===== config.mk =====
export PLATFORM = sky130hd
export DESIGN_NAME = instruction_fetch_unit
export DESIGN_NICKNAME = d
export VERILOG_FILES = /design/src/rtl/cpu_types_pkg.sv /design/src/rtl/next_pc_calc.sv /design/src/rtl/instruction_fetch_unit.sv
export SDC_FILE = /design/constraint.sdc
export NUM_CORES = 1
export LEC_CHECK = 0
export CAP_MARGIN = 20
export CORE_UTILIZATION = 49
export CTS_BUF_LIST = sky130_fd_sc_hd__clkbuf_16
export DETAILED_ROUTE_END_ITERATION = 10
export GPL_ROUTABILITY_DRIVEN = 0
export PLACE_DENSITY = 0.89
export SYNTH_ARGS = -nofsm -noshare
export SYNTH_HDL_FRONTEND = slang
export SYNTH_HIERARCHICAL = 1
export SYNTH_SLANG_ARGS = --single-unit

===== constraint.sdc =====
create_clock -name CLK -period 4.37 [get_ports CLK]
set_input_delay 0.874 -clock CLK [delete_from_list [all_inputs] [get_ports CLK]]
set_output_delay 0.874 -clock CLK [all_outputs]
set_load 0.03 [all_outputs]

===== src/rtl/cpu_types_pkg.sv =====
// Shared types for the CPU datapath: bus words, PC-source select and
// fetch-unit state encoding, plus the branch displacement helper.
package cpu_types_pkg;

    typedef logic [31:0] word_t;

    typedef enum logic [2:0] {
        PC_SEQ = 3'd0,
        PC_BR  = 3'd1,
        PC_J   = 3'd2,
        PC_JR  = 3'd3
    } pcsrc_t;

    typedef enum logic [1:0] {
        FETCH = 2'd0,
        EXEC  = 2'd1,
        MEM   = 2'd2,
        HALT  = 2'd3
    } fetch_state_t;

    // Sign-extended 16-bit immediate scaled to a byte offset (word count << 2).
    function automatic word_t branch_offset(input word_t ir);
        return {{14{ir[15]}}, ir[15:0], 2'b00};
    endfunction

endpackage


===== src/rtl/next_pc_calc.sv =====
// Combinational next-PC selection: sequential, conditional branch, jump
// and jump-register. Encodings 4-7 of the select fall back to sequential.
module next_pc_calc
    import cpu_types_pkg::*;
(
    input  word_t       pc_i,
    input  word_t       ir_i,
    input  logic [2:0]  pcsrc_i,
    input  logic        beq_i,
    input  logic        zero_i,
    input  word_t       jr_target_i,
    output word_t       pc_plus4_o,
    output word_t       next_pc_o
);

    word_t pc_plus4_s;
    logic  taken_s;

    assign pc_plus4_s = pc_i + 32'd4;
    assign pc_plus4_o = pc_plus4_s;

    // Select the next PC; all additions wrap modulo 2^32.
    always_comb begin
        next_pc_o = pc_plus4_s;
        taken_s   = 1'b0;
        if (beq_i) begin
            taken_s = zero_i;
        end else begin
            taken_s = !zero_i;
        end
        case (pcsrc_i)
            PC_BR: begin
                if (taken_s) begin
                    next_pc_o = pc_plus4_s + branch_offset(ir_i);
                end else begin
                    next_pc_o = pc_plus4_s;
                end
            end
            PC_J:    next_pc_o = {pc_plus4_s[31:28], ir_i[25:0], 2'b00};
            PC_JR:   next_pc_o = jr_target_i;
            default: next_pc_o = pc_plus4_s;
        endcase
    end

endmodule


===== src/rtl/instruction_fetch_unit.sv =====
// Fetch unit: owns the PC and instruction register, sequences
// FETCH -> EXEC (-> MEM) -> FETCH, and parks in HALT until reset.
module instruction_fetch_unit
    import cpu_types_pkg::*;
#(
    parameter word_t PC_INIT = 32'h0000_0000
) (
    input  logic        CLK,
    input  logic        RST,
    input  logic        ihit,
    input  word_t       iload,
    output logic        iREN,
    output word_t       iaddr,
    output word_t       imemload,
    output logic        instr_valid,
    input  logic [2:0]  PCSrc,
    input  logic        beq,
    input  logic        zero,
    input  word_t       jr_target,
    input  logic        mem_op,
    input  logic        dhit,
    input  logic        halt,
    output word_t       pc_plus4,
    output logic        halted
);

    fetch_state_t state_q, state_d;
    word_t        pc_q, pc_d;
    word_t        ir_q, ir_d;
    logic         halted_q, halted_d;
    word_t        next_pc_s;

    next_pc_calc u_next_pc (
        .pc_i        (pc_q),
        .ir_i        (ir_q),
        .pcsrc_i     (PCSrc),
        .beq_i       (beq),
        .zero_i      (zero),
        .jr_target_i (jr_target),
        .pc_plus4_o  (pc_plus4),
        .next_pc_o   (next_pc_s)
    );

    // State, PC, IR and halt flag registers; reset overrides every transition.
    always_ff @(posedge CLK) begin
        if (RST) begin
            state_q  <= FETCH;
            pc_q     <= PC_INIT;
            ir_q     <= 32'h0000_0000;
            halted_q <= 1'b0;
        end else begin
            state_q  <= state_d;
            pc_q     <= pc_d;
            ir_q     <= ir_d;
            halted_q <= halted_d;
        end
    end

    // Next-state logic; PC only moves on commit, IR only loads in FETCH.
    always_comb begin
        state_d  = state_q;
        pc_d     = pc_q;
        ir_d     = ir_q;
        halted_d = halted_q;
        case (state_q)
            FETCH: begin
                if (ihit) begin
                    ir_d    = iload;
                    state_d = EXEC;
                end else begin
                    state_d = FETCH;
                end
            end
            EXEC: begin
                if (halt) begin
                    state_d  = HALT;
                    halted_d = 1'b1;
                end else if (mem_op && !dhit) begin
                    state_d = MEM;
                end else begin
                    pc_d    = next_pc_s;
                    state_d = FETCH;
                end
            end
            MEM: begin
                if (dhit) begin
                    pc_d    = next_pc_s;
                    state_d = FETCH;
                end else begin
                    state_d = MEM;
                end
            end
            HALT: begin
                state_d  = HALT;
                halted_d = 1'b1;
            end
            default: begin
                state_d = FETCH;
            end
        endcase
    end

    assign iREN        = (state_q == FETCH);
    assign instr_valid = (state_q == EXEC) || (state_q == MEM);
    assign iaddr       = pc_q;
    assign imemload    = ir_q;
    assign halted      = halted_q;

endmodule


==> Flow_metrics.wiki, run 1 <==
{| class="wikitable"
! Metric !! Value
|-
| Run status || complete, but fails checks
|-
| Violated checks || design-rule violations
|-
| Path type of the worst min-delay path || register to register
|-
| Standard-cell row count || 39
|-
| Delay-heaviest family, CP || simple AND/OR/NAND/NOR gates
|-
| Total grt overflow || 0
|-
| CP cell instances || nand4_1 > nor3_2 > and3_4 > nand4_1 > inv_1 > nand2_1 > xnor2_4 > ha_2 > a21oi_1 > o21ai_1 > a2111oi_2 > a21oi_1 > or3_1 > o21ai_0 > nor4_1 > nor4_1 > nor3_1 > nand2b_1 > mux2i_1
|-
| Synthesized area || 0.00587 sq mm
|-
| Via count of the first global-routing pass || just under 6000
|-
| Final critical delay including setup and external delays || 4.20 ns
|-
| Wire length of the first global-routing pass || 30.3 mm
|-
| Ys async rst share || 0
|-
| Max-capacitance violation count || 0
|-
| Number of enable-type register cells in the synthesized netlist || 0
|-
| Worst clock skew || 0.00720 ns
|-
| Design area || between 0.008 and 0.009 sq mm
|-
| Layout Nets || between 1000 and 1500
|-
| Syn Inst Count || 772
|-
| Die X || between 100 and 150 um
|-
| FF+latch area || 0.00135 sq mm
|-
| First-pass iteration count of the detailed router || 8
|-
| Post-detail-place hpwl || 14.1 mm
|-
| Largest net degree at the start of global routing || 57
|-
| Pins over their slew limit || 0
|-
| Number of H-tree levels || 3
|-
| Data required time at the worst endpoint || about 4.6 ns
|-
| Startpoint class of the critical path || register
|-
| Final WL || 19.1 mm
|-
| Number of synthesized register bits || 67
|-
| Antenna diode count || 0
|-
| Placed Cells incl. Taps || 1068
|-
| CTS tree || done
|-
| Count of placed standard cells in the final layout, fillers left out || 1086
|-
| Power consumption || 1.89 mW
|-
| Bufs and invs on worst path || 1
|-
| Ports placed on the boundary || roughly 170
|-
| Slowest cell delay on critical path || 0.41 ns
|-
| DR vias || between 6000 and 7000
|-
| Die area || 0.0124 sq mm
|-
| Total nets after synthesis || around 900
|-
| Element type at the critical path end || register
|-
| Height of the die || around 110 um
|-
| Critical-path cell with the highest stage delay || dfxtp_1
|-
| Relative slew slack || 0.523
|-
| Starting Density || 0.507
|-
| Initial DRC count || 670
|-
| Final Worst Setup Slack || 0.167 ns
|-
| Post-Place Cell Area || between 0.007 and 0.008 sq mm
|-
| Largest fanout on the critical path || 8
|-
| Worst-Margin Slew || 0.714 ns
|-
| Number of fill cells || 889
|-
| Clock latency on the worst-skew pair || 0.33 ns
|-
| Total routing resource utilization after global routing || 0.303
|-
| Leakage || approximately 3.4 nW
|-
| Biggest area consumer among synthesized cells || dfxtp_1
|-
| Dominant cell by count in the synthesized netlist || nand2_1
|-
| Total area of multi-input combinational cells || 0.00432 sq mm
|-
| Cell variety after synth || 64
|-
| Area fraction of the dominant cell type after synthesis || 0.229
|-
| Quantity of I/O buffers inserted on ports || 173
|-
| CTS clk-pin slew, worst paths || roughly 0.050 ns
|-
| Leading post-synthesis cells by cell area || dfxtp_1 23%, mux2i_1 8.7%, nand2_1 8.5%, ha_1 8.1%, nand2b_1 8.0%
|-
| Count of final hold-check violations || 0
|-
| Core Footprint || 0.0116 sq mm
|-
| Vias per cell || 5.88
|-
| Highest ir drop seen on vdd || 0.254 mV
|-
| Worst Path Class, Setup || register to register
|-
| Final setup vio count || 0
|-
| Yosys warns || 6
|-
| Pwr/cell area || 233 mW/mm^2
|-
| Synth top cells by count || 133 x nand2_1, 75 x nand2b_1, 73 x a21oi_1, 67 x dfxtp_1, 51 x mux2i_1
|-
| Per-cell routed wire length || 17.6 um
|-
| Data arrival, critical path || 4.40 ns
|-
| Top_reg_cell synth || dfxtp_1
|-
| Post-placement worst setup slack || ~0.12 ns
|-
| Detailed-route DRC error count || 16
|-
| Achievable clock frequency || 0.238 GHz
|-
| Antenna-violating nets left || 0
|-
| Sequential cell area fraction in the yosys report || 0.229
|-
| Number of sinks handled by clock tree synthesis || 67
|-
| Fin crit share || 0.962
|-
| Maximum buffer depth of the clock tree || 2
|-
| Number of buffers inserted during clock tree synthesis || 9
|-
| Fraction of final layout cells with drive strength greater than 1 || 0.0732
|-
| Initial antenna violation count || 0
|-
| Mean post-synth cell area || 7.60 sq um
|-
| Clock root buffer || clkbuf_16
|-
| Relative area change from synthesis to final layout || 38.3%
|}
## layer usage
layer  part of all wire  vias to the layer above  global-route usage  wire length, um
met5                  0                        -                   0                0
met4              0.036                        0               0.121              680
met3              0.099                       64              0.0757             1890
met2               0.43                      365               0.467             8300
met1               0.43                     2910               0.404             8250
li1                   -                     3046                   -                -
## logic make-up after synthesis
family	count (synthesis)	share of synthesized area
AO/OA/AOI/OAI	190	0.222
XOR/XNOR	51	0.0761
adder cells (fa/ha/maj)	39	0.0845
buffers and inverters	60	0.0463
flip-flops	67	0.229
multiplexers	51	0.0870
AND/OR/NAND/NOR	314	0.256
## sequential cells by signal (all words and copies together), names as in the netlist
register / flops
iaddr: 32
halted: 1
imemload: 32
state_q: 2
## through the flow
| stage | TNS, ns | util | hold slack (ns) |
|---|---|---|---|
| 2_1_floorplan | 0 | - | 0.582 |
| 3_3_place_gp | 0 | 0.671 | 0.440 |
| 3_5_place_dp | 0 | 0.673 | 0.446 |
| 4_1_cts | 0 | 0.697 | 0.453 |
| 5_1_grt | -0.0316 | 0.702 | 0.485 |
| 6_report | 0 | 0.702 | 0.452 |
## cells in the final DEF (no fill, tap or decap), types with 5 or more instances in the layout
cell and n:
a211oi_1 5, a21o_1 11, a21oi_1 73, a31oi_1 6, and2_1 5, buf_4 22, clkbuf_16 9, clkdlybuf4s50_1 172
dfxtp_1 59, dfxtp_2 8, ha_1 35, inv_1 21, mux2i_1 51, nand2_1 133, nand2b_1 75, nand3_1 21
nand4_1 8, nor2_1 42, nor2b_1 5, nor3_1 7, o21ai_0 31, o221ai_1 11, xnor2_1 31, xor2_1 18
## cell type report
type / count / share of cell area
clock buffers: 9 / 0.0278
multi-input cells: 645 / 0.532
inverters: 19 / 0.00879
repair buffers: 197 / 0.237
flip-flops and latches: 67 / 0.167
clock inverters: 6 / 0.00617
well taps: 143 / 0.0220
## path summary, 6_finish.rpt
check                                 start                   endpoint  slack (ns)  cells past startpoint
setup / recovery      iaddr[8]$_SDFFE_PP0P_     iaddr[31]$_SDFFE_PP0P_        0.17                     19
hold / removal    imemload[27]$_SDFFE_PP0P_  imemload[27]$_SDFFE_PP0P_        0.45                      2
setup reg to reg      iaddr[8]$_SDFFE_PP0P_     iaddr[31]$_SDFFE_PP0P_        0.17                     19
hold reg to reg   imemload[27]$_SDFFE_PP0P_  imemload[27]$_SDFFE_PP0P_        0.45                      2
## worst register-to-register path, stage by stage, from the launching register on
cell and delay [ns]:
dfxtp_1 0.41, nand4_1 0.19, nor3_2 0.28, and3_4 0.26, nand4_1 0.15, inv_1 0.15
nand2_1 0.15, xnor2_4 0.24, ha_2 0.35, a21oi_1 0.17, o21ai_1 0.10, a2111oi_2 0.38
a21oi_1 0.12, or3_1 0.32, o21ai_0 0.13, nor4_1 0.11, nor4_1 0.32, nor3_1 0.11
nand2b_1 0.08, mux2i_1 0.06
## what timing repair did
item                       4_1_cts  5_1_grt
setup buffers                    0        2
setup endpoints to repair        0        1
gates resized for setup          0       15
hold buffers                     0        0
## report_power, final
| part | leakage (nW) | switching, mW | internal, mW |
|---|---|---|---|
| clock | 0.143 | 0.260 | 0.429 |
| sequential | 0.550 | 0.0335 | 0.639 |
| combinational | 2.69 | 0.289 | 0.238 |
| total | 3.38 | 0.583 | 1.31 |
No activity file was read; power rests on OpenSTA's default activity.
==> run 2: changes to the inputs <==
==> constraint.sdc (replaced) <==
create_clock -name CLK -period 4.7 [get_ports CLK]
set_input_delay 0.94 -clock CLK [delete_from_list [all_inputs] [get_ports CLK]]
set_output_delay 0.94 -clock CLK [all_outputs]
set_load 0.03 [all_outputs]
==> run 2 against run 1 <==
  * Critical path depth rose by 2
  * Power shrank 0.81%
  * Utilization decreased by 0.37 points
  * Critical path type unchanged
  * Register-to-register slack improved by 0.19 ns
  * Clock power is 10% higher
  * Clock-buffer cell count is the same
  * Hold slack better by 0.00068 ns
  * Die area unchanged
  * Highest routed layer unchanged
  * Clock skew shrank 0.0042 ns
  * The flow still finishes with violations (design-rule violations)
  * Global-route usage is 0.10 points higher
==> Flow_metrics.wiki, run 2 (same netlist as run 1, synthesis figures left out) <==
{| class="wikitable"
! Metric !! Value
|-
| Worst hold start || imemload[29]$_SDFFE_PP0P_
|-
| Largest net degree at the start of global routing || about 70
|-
| Post-CTS setup repair buffer count || 0
|-
| Height of the die || 111 um
|-
| Vias per cell || 5.81
|-
| CTS clk-pin slew, worst paths || around 0.050 ns
|-
| Total area of multi-input combinational cells || 0.00427 sq mm
|-
| Relative slew slack || 0.458
|-
| Most frequent standard cell in the layout excluding fill and tap cells || clkdlybuf4s50_1
|-
| Element type at the critical path end || register
|-
| Relative area change from synthesis to final layout || 37.6%
|-
| Total grt overflow || 0
|-
| Critical-path cell with the highest stage delay || dfxtp_1
|-
| Most used cells in the layout excluding fill and tap cells || 172 x clkdlybuf4s50_1, 133 x nand2_1, 75 x nand2b_1, 73 x a21oi_1, 67 x dfxtp_1
|-
| Clock latency on the worst-skew pair || 0.34 ns
|-
| Data required time at the worst endpoint || just under 5 ns
|-
| Standard-cell row count || 39
|-
| Achievable clock frequency || 0.230 GHz
|-
| Post-detail-place hpwl || 14.0 mm
|-
| Clock root buffer || clkbuf_16
|-
| Reg-to-Reg Start || iaddr[2]$_SDFFE_PP0P_
|-
| Pwr/cell area || 232 mW/mm^2
|-
| CTS tree || done
|-
| Quantity of I/O buffers inserted on ports || 173
|-
| RR Endpoint || iaddr[31]$_SDFFE_PP0P_
|-
| Ports placed on the boundary || 174
|-
| Final critical delay including setup and external delays || 4.35 ns
|-
| Leakage || approximately 3.4 nW
|-
| Hold Path End || imemload[29]$_SDFFE_PP0P_
|-
| Startpoint class of the critical path || register
|-
| Number of fill cells || 924
|-
| Worst Hold Depth || 2
|-
| Per-cell routed wire length || 17.3 um
|-
| Via count of the first global-routing pass || around 6000
|-
| FF+latch area || approximately 0.0013 sq mm
|-
| Data arrival, critical path || between 4 and 5 ns
|-
| Die area || 0.0124 sq mm
|-
| Worst clock skew || 0.00301 ns
|-
| Hold-fix buffers, CTS || 0
|-
| Setup slack of the worst register-to-register path || roughly 0.35 ns
|-
| Slowest cell delay on critical path || just over 0.4 ns
|-
| Number of H-tree levels || 3
|-
| Starting Density || 0.507
|-
| Setup repair after global routing missed its margin || no
|-
| Final WL || 18.7 mm
|-
| R2R depth || 21
|-
| Initial antenna violation count || 0
|-
| Antenna-violating nets left || 0
|-
| Run status || complete, but fails checks
|-
| Maximum buffer depth of the clock tree || 2
|-
| CP cell instances || ha_1 > nand2_1 > nor3_1 > buf_4 > and3_1 > nand4_1 > inv_1 > nand2_1 > xnor2_2 > ha_1 > a21oi_1 > o21ai_1 > a2111oi_0 > a21oi_1 > or3_1 > o21ai_0 > nor4_1 > o211a_1 > nor3_1 > nand2b_1 > mux2i_1
|-
| Antenna diode count || 0
|-
| Worst-Margin Slew || 0.810 ns
|-
| Fraction of final layout cells with drive strength greater than 1 || 0.0524
|-
| Delay-heaviest family, CP || simple AND/OR/NAND/NOR gates
|-
| Final Worst Setup Slack || 0.352 ns
|-
| Bufs and invs on worst path || 2
|-
| Total routing resource utilization after global routing || 0.304
|-
| Largest fanout on the critical path || 8
|-
| Die X || 111 um
|-
| Worst slack on hold paths || 0.453 ns
|-
| Highest ir drop seen on vdd || 0.211 mV
|-
| Layout Nets || 1046
|-
| Worst Path Class, Setup || register to register
|-
| Number of sinks handled by clock tree synthesis || 67
|-
| First-pass iteration count of the detailed router || 8
|-
| Count of final hold-check violations || 0
|-
| Resized Gates After CTS || 0
|-
| Wire length of the first global-routing pass || 29.9 mm
|-
| Detailed-route DRC error count || 12
|-
| Max-capacitance violation count || 0
|-
| Path type of the worst min-delay path || register to register
|-
| Violated checks || design-rule violations
|-
| Setup_tns || 0 ns
|-
| Power consumption || 1.87 mW
|-
| DR vias || approximately 6300
|-
| Initial DRC count || approximately 540
|-
| Number of buffers inserted during clock tree synthesis || 9
|-
| Final setup vio count || 0
|-
| Pins over their slew limit || 0
|-
| Post-placement worst setup slack || 0.484 ns
|-
| Fin crit share || 0.925
|-
| Core Footprint || 0.0116 sq mm
|}
==> run 2: worst max path at each step <==
| stage | startpoint | end | slack (ns) | cells past startpoint |
|---|---|---|---|---|
| 2_1_floorplan | iaddr[2]$_SDFFE_PP0P_ | iaddr[31]$_SDFFE_PP0P_ | 0.19 | 21 |
| 4_1_cts | iaddr[2]$_SDFFE_PP0P_ | iaddr[31]$_SDFFE_PP0P_ | 0.43 | 21 |
| 3_5_place_dp | iaddr[2]$_SDFFE_PP0P_ | iaddr[31]$_SDFFE_PP0P_ | 0.48 | 21 |
| 6_report | iaddr[2]$_SDFFE_PP0P_ | iaddr[31]$_SDFFE_PP0P_ | 0.35 | 21 |
| 5_1_grt | iaddr[2]$_SDFFE_PP0P_ | iaddr[31]$_SDFFE_PP0P_ | 0.14 | 21 |
| 3_3_place_gp | iaddr[2]$_SDFFE_PP0P_ | iaddr[31]$_SDFFE_PP0P_ | 0.60 | 21 |
==> run 2: where the power goes <==
part / total, mW / switching [mW] / internal, mW
clock network: 0.762 / 0.251 / 0.511
registers: 0.626 / 0.0319 / 0.594
logic: 0.486 / 0.266 / 0.220
total: 1.87 / 0.549 / 1.32
==> run 2: layer usage <==
layer  GRT usage  routed length [um]
met5           0                   0
met4       0.135                 515
met3      0.0735                1670
met2       0.474                8280
met1       0.397                8250
==> run 2: cell type report <==
cell class                      instances  area share
Clock buffer                            9      0.0279
Clock inverter                          6      0.0130
Inverter                               19     0.00883
Multi-Input combinational cell        645       0.529
Sequential cell                        67       0.166
Tap cell                              143      0.0222
Timing Repair Buffer                  190       0.233
==> run 2: worst reg2reg max path: stages (launching register included) <==
cell	delay, ns
dfxtp_1	0.41
ha_1	0.24
nand2_1	0.09
nor3_1	0.18
buf_4	0.17
and3_1	0.23
nand4_1	0.15
inv_1	0.14
nand2_1	0.11
xnor2_2	0.26
ha_1	0.36
a21oi_1	0.18
o21ai_1	0.09
a2111oi_0	0.41
a21oi_1	0.14
or3_1	0.32
o21ai_0	0.11
nor4_1	0.09
o211a_1	0.26
nor3_1	0.16
nand2b_1	0.07
mux2i_1	0.11
==> run 2: stage by stage <==
| stage | instances | util | instance area [sq um] |
|---|---|---|---|
| after global placement | 1061 | 0.665 | 7690 |
| after global routing | 1079 | 0.698 | 8070 |
| after CTS | 1076 | 0.694 | 8020 |
| after detailed placement | 1061 | 0.665 | 7690 |
| final | 1079 | 0.698 | 8070 |
| after floorplan | 772 | - | 5880 |
==> run 3: changes to the inputs <==
--- a/config.mk
+++ b/config.mk
@@ -5,7 +5,7 @@
 export SDC_FILE = /design/constraint.sdc
 export NUM_CORES = 1
 export LEC_CHECK = 0
-export CAP_MARGIN = 20
+export CORE_MARGIN = 2
 export CORE_UTILIZATION = 49
 export CTS_BUF_LIST = sky130_fd_sc_hd__clkbuf_16
 export DETAILED_ROUTE_END_ITERATION = 10
==> run 3 against run 2 <==
  * The flow now finishes without violations
  * Die area increased by 3.6%
  * Wire length about the same
  * Hold slack improved by 0.0028 ns
  * Flip-flop and latch count stayed put
  * Clock power decreased by 17%
  * Setup slack worse by 0.058 ns
  * Register-to-register slack worse by 0.06 ns
  * Sequential power barely moved
  * Design area fell by 1.1%
  * Global-route usage shrank 2.0 points
  * Sequential share of layout area rose by 0.19 points
  * Final cell count is essentially flat
  * Critical path type unchanged
  * Critical endpoint unchanged
==> Flow_metrics.wiki, run 3 (same netlist as run 1, synthesis figures left out) <==
{| class="wikitable"
! Metric !! Value
|-
| Element type at the critical path end || register
|-
| CTS tree || done
|-
| Fin crit share || 0.937
|-
| Worst clock skew || 0.00684 ns
|-
| Fraction of final layout cells with drive strength greater than 1 || 0.0481
|-
| Leakage || 3.33 nW
|-
| DR vias || approximately 6300
|-
| Die X || between 100 and 150 um
|-
| Total routing resource utilization after global routing || 0.284
|-
| Worst hold start || imemload[31]$_SDFFE_PP0P_
|-
| Initial DRC count || 649
|-
| Path type of the worst min-delay path || register to register
|-
| Max-capacitance violation count || 0
|-
| Run status || finished clean
|-
| Initial antenna violation count || 0
|-
| Quantity of I/O buffers inserted on ports || between 150 and 200
|-
| Ports placed on the boundary || 174
|-
| Highest ir drop seen on vdd || 0.220 mV
|-
| Largest net degree at the start of global routing || between 70 and 80
|-
| Relative area change from synthesis to final layout || 36.0%
|-
| FF+latch area || 0.00134 sq mm
|-
| Data required time at the worst endpoint || between 4 and 5 ns
|-
| Count of placed standard cells in the final layout, fillers left out || 1078
|-
| Critical path startpoint || iaddr[2]$_SDFFE_PP0P_
|-
| Hold-fix buffers, CTS || 0
|-
| Layout Nets || 1045
|-
| Startpoint class of the critical path || register
|-
| Setup repair after global routing missed its margin || no
|-
| Reg-to-Reg Start || iaddr[2]$_SDFFE_PP0P_
|-
| Setup_tns || 0 ns
|-
| Detailed-route DRC error count || 0
|-
| Pins over their slew limit || 0
|-
| Clock root buffer || clkbuf_16
|-
| Maximum buffer depth of the clock tree || 2
|-
| Core Footprint || 0.0116 sq mm
|-
| Resized Gates After CTS || 0
|-
| Most used cells in the layout excluding fill and tap cells || 172 x clkdlybuf4s50_1, 133 x nand2_1, 75 x nand2b_1, 73 x a21oi_1, 67 x dfxtp_1
|-
| Data arrival, critical path || 4.66 ns
|-
| Vias per cell || just under 6
|-
| Height of the die || 113 um
|-
| Post-CTS setup repair buffer count || 0
|-
| Antenna diode count || 0
|-
| Worst slack on hold paths || roughly 0.46 ns
|-
| Antenna-violating nets left || 0
|-
| Final setup vio count || 0
|-
| Number of buffers inserted during clock tree synthesis || 9
|-
| Per-cell routed wire length || 17.4 um
|-
| Power consumption || about 1.7 mW
|-
| Total area of multi-input combinational cells || 0.00427 sq mm
|-
| Relative slew slack || 0.278
|-
| Most frequent standard cell in the layout excluding fill and tap cells || clkdlybuf4s50_1
|-
| Wire length of the first global-routing pass || slightly below 30 mm
|-
| Pwr/cell area || 218 mW/mm^2
|-
| Standard-cell row count || 39
|-
| Via count of the first global-routing pass || around 5800
|-
| Final critical delay including setup and external delays || 4.41 ns
|-
| First-pass iteration count of the detailed router || 8
|-
| Clock latency on the worst-skew pair || 0.33 ns
|-
| Count of final hold-check violations || 0
|-
| Final WL || 18.7 mm
|-
| Post-detail-place hpwl || approximately 14 mm
|-
| CTS clk-pin slew, worst paths || 0.06 ns
|-
| Placed Cells incl. Taps || between 1000 and 1500
|-
| Achievable clock frequency || 0.227 GHz
|-
| Number of fill cells || 955
|-
| Total grt overflow || 0
|-
| Worst-Margin Slew || 1.08 ns
|-
| Worst Path Class, Setup || register to register
|-
| Die area || approximately 0.013 sq mm
|-
| Number of sinks handled by clock tree synthesis || 67
|-
| Largest fanout on the critical path || 8
|-
| Number of H-tree levels || 3
|-
| Starting Density || 0.507
|}
-- run 3: cell types whose count changed in the layout (fill, tap and decap cells not counted) --
cell        change
bufinv_16       -2
buf_4           +2
clkinv_1        +2
buf_8           -2
clkinvlp_4      -1
inv_1           +1
buf_12          -1
-- run 3: layout make-up --
class,instances,area share
clock buffers,9,0.0282
clock inverters,6,0.00611
inverters,19,0.00894
multi-input cells,645,0.535
flip-flops and latches,67,0.168
well taps,143,0.0224
repair buffers,189,0.231
-- run 3: where the power goes --
group	internal [mW]	total, mW	switching [mW]
Combinational	0.216	0.479	0.264
Clock	0.398	0.635	0.237
Sequential	0.594	0.625	0.0311
-- run 3: final timing paths --
kind                                                  end  slack, ns  cells past startpoint
worst max-delay path               iaddr[31]$_SDFFE_PP0P_       0.29                     21
worst min-delay path            imemload[31]$_SDFFE_PP0P_       0.46                      2
worst max register to register     iaddr[31]$_SDFFE_PP0P_       0.29                     21
worst min register to register  imemload[31]$_SDFFE_PP0P_       0.46                      2
-- run 3: metal layers --
layer  global-route usage  wire length, um  up-vias
li1                     -                -     3034
met1                0.387             7960     2856
met2                0.442             8370      363
met3               0.0717             2060       38
met4               0.0902              320        0
met5                    0                0        -
-- run 3: per-stage QoR --
stage                util  area (sq um)  setup WS, ns
global placement    0.666          7710         0.639
finish              0.690          7980         0.295
CTS                 0.690          7980         0.406
global route        0.690          7980       0.00784
floorplan               -          5880         0.186
detailed placement  0.666          7710         0.467
-- run 3: critical path: stages (launching register included) --
cell       delay [ns]
dfxtp_1          0.40
ha_1             0.25
nand2_1          0.09
nor3_1           0.18
buf_4            0.17
and3_1           0.25
nand4_1          0.16
inv_1            0.12
nand2_1          0.10
xnor2_2          0.26
ha_1             0.36
a21oi_1          0.19
o21ai_1          0.09
a2111oi_0        0.43
a21oi_1          0.16
or3_1            0.32
o21ai_0          0.12
nor4_1           0.10
o211a_1          0.24
nor3_1           0.17
nand2b_1         0.07
mux2i_1          0.11
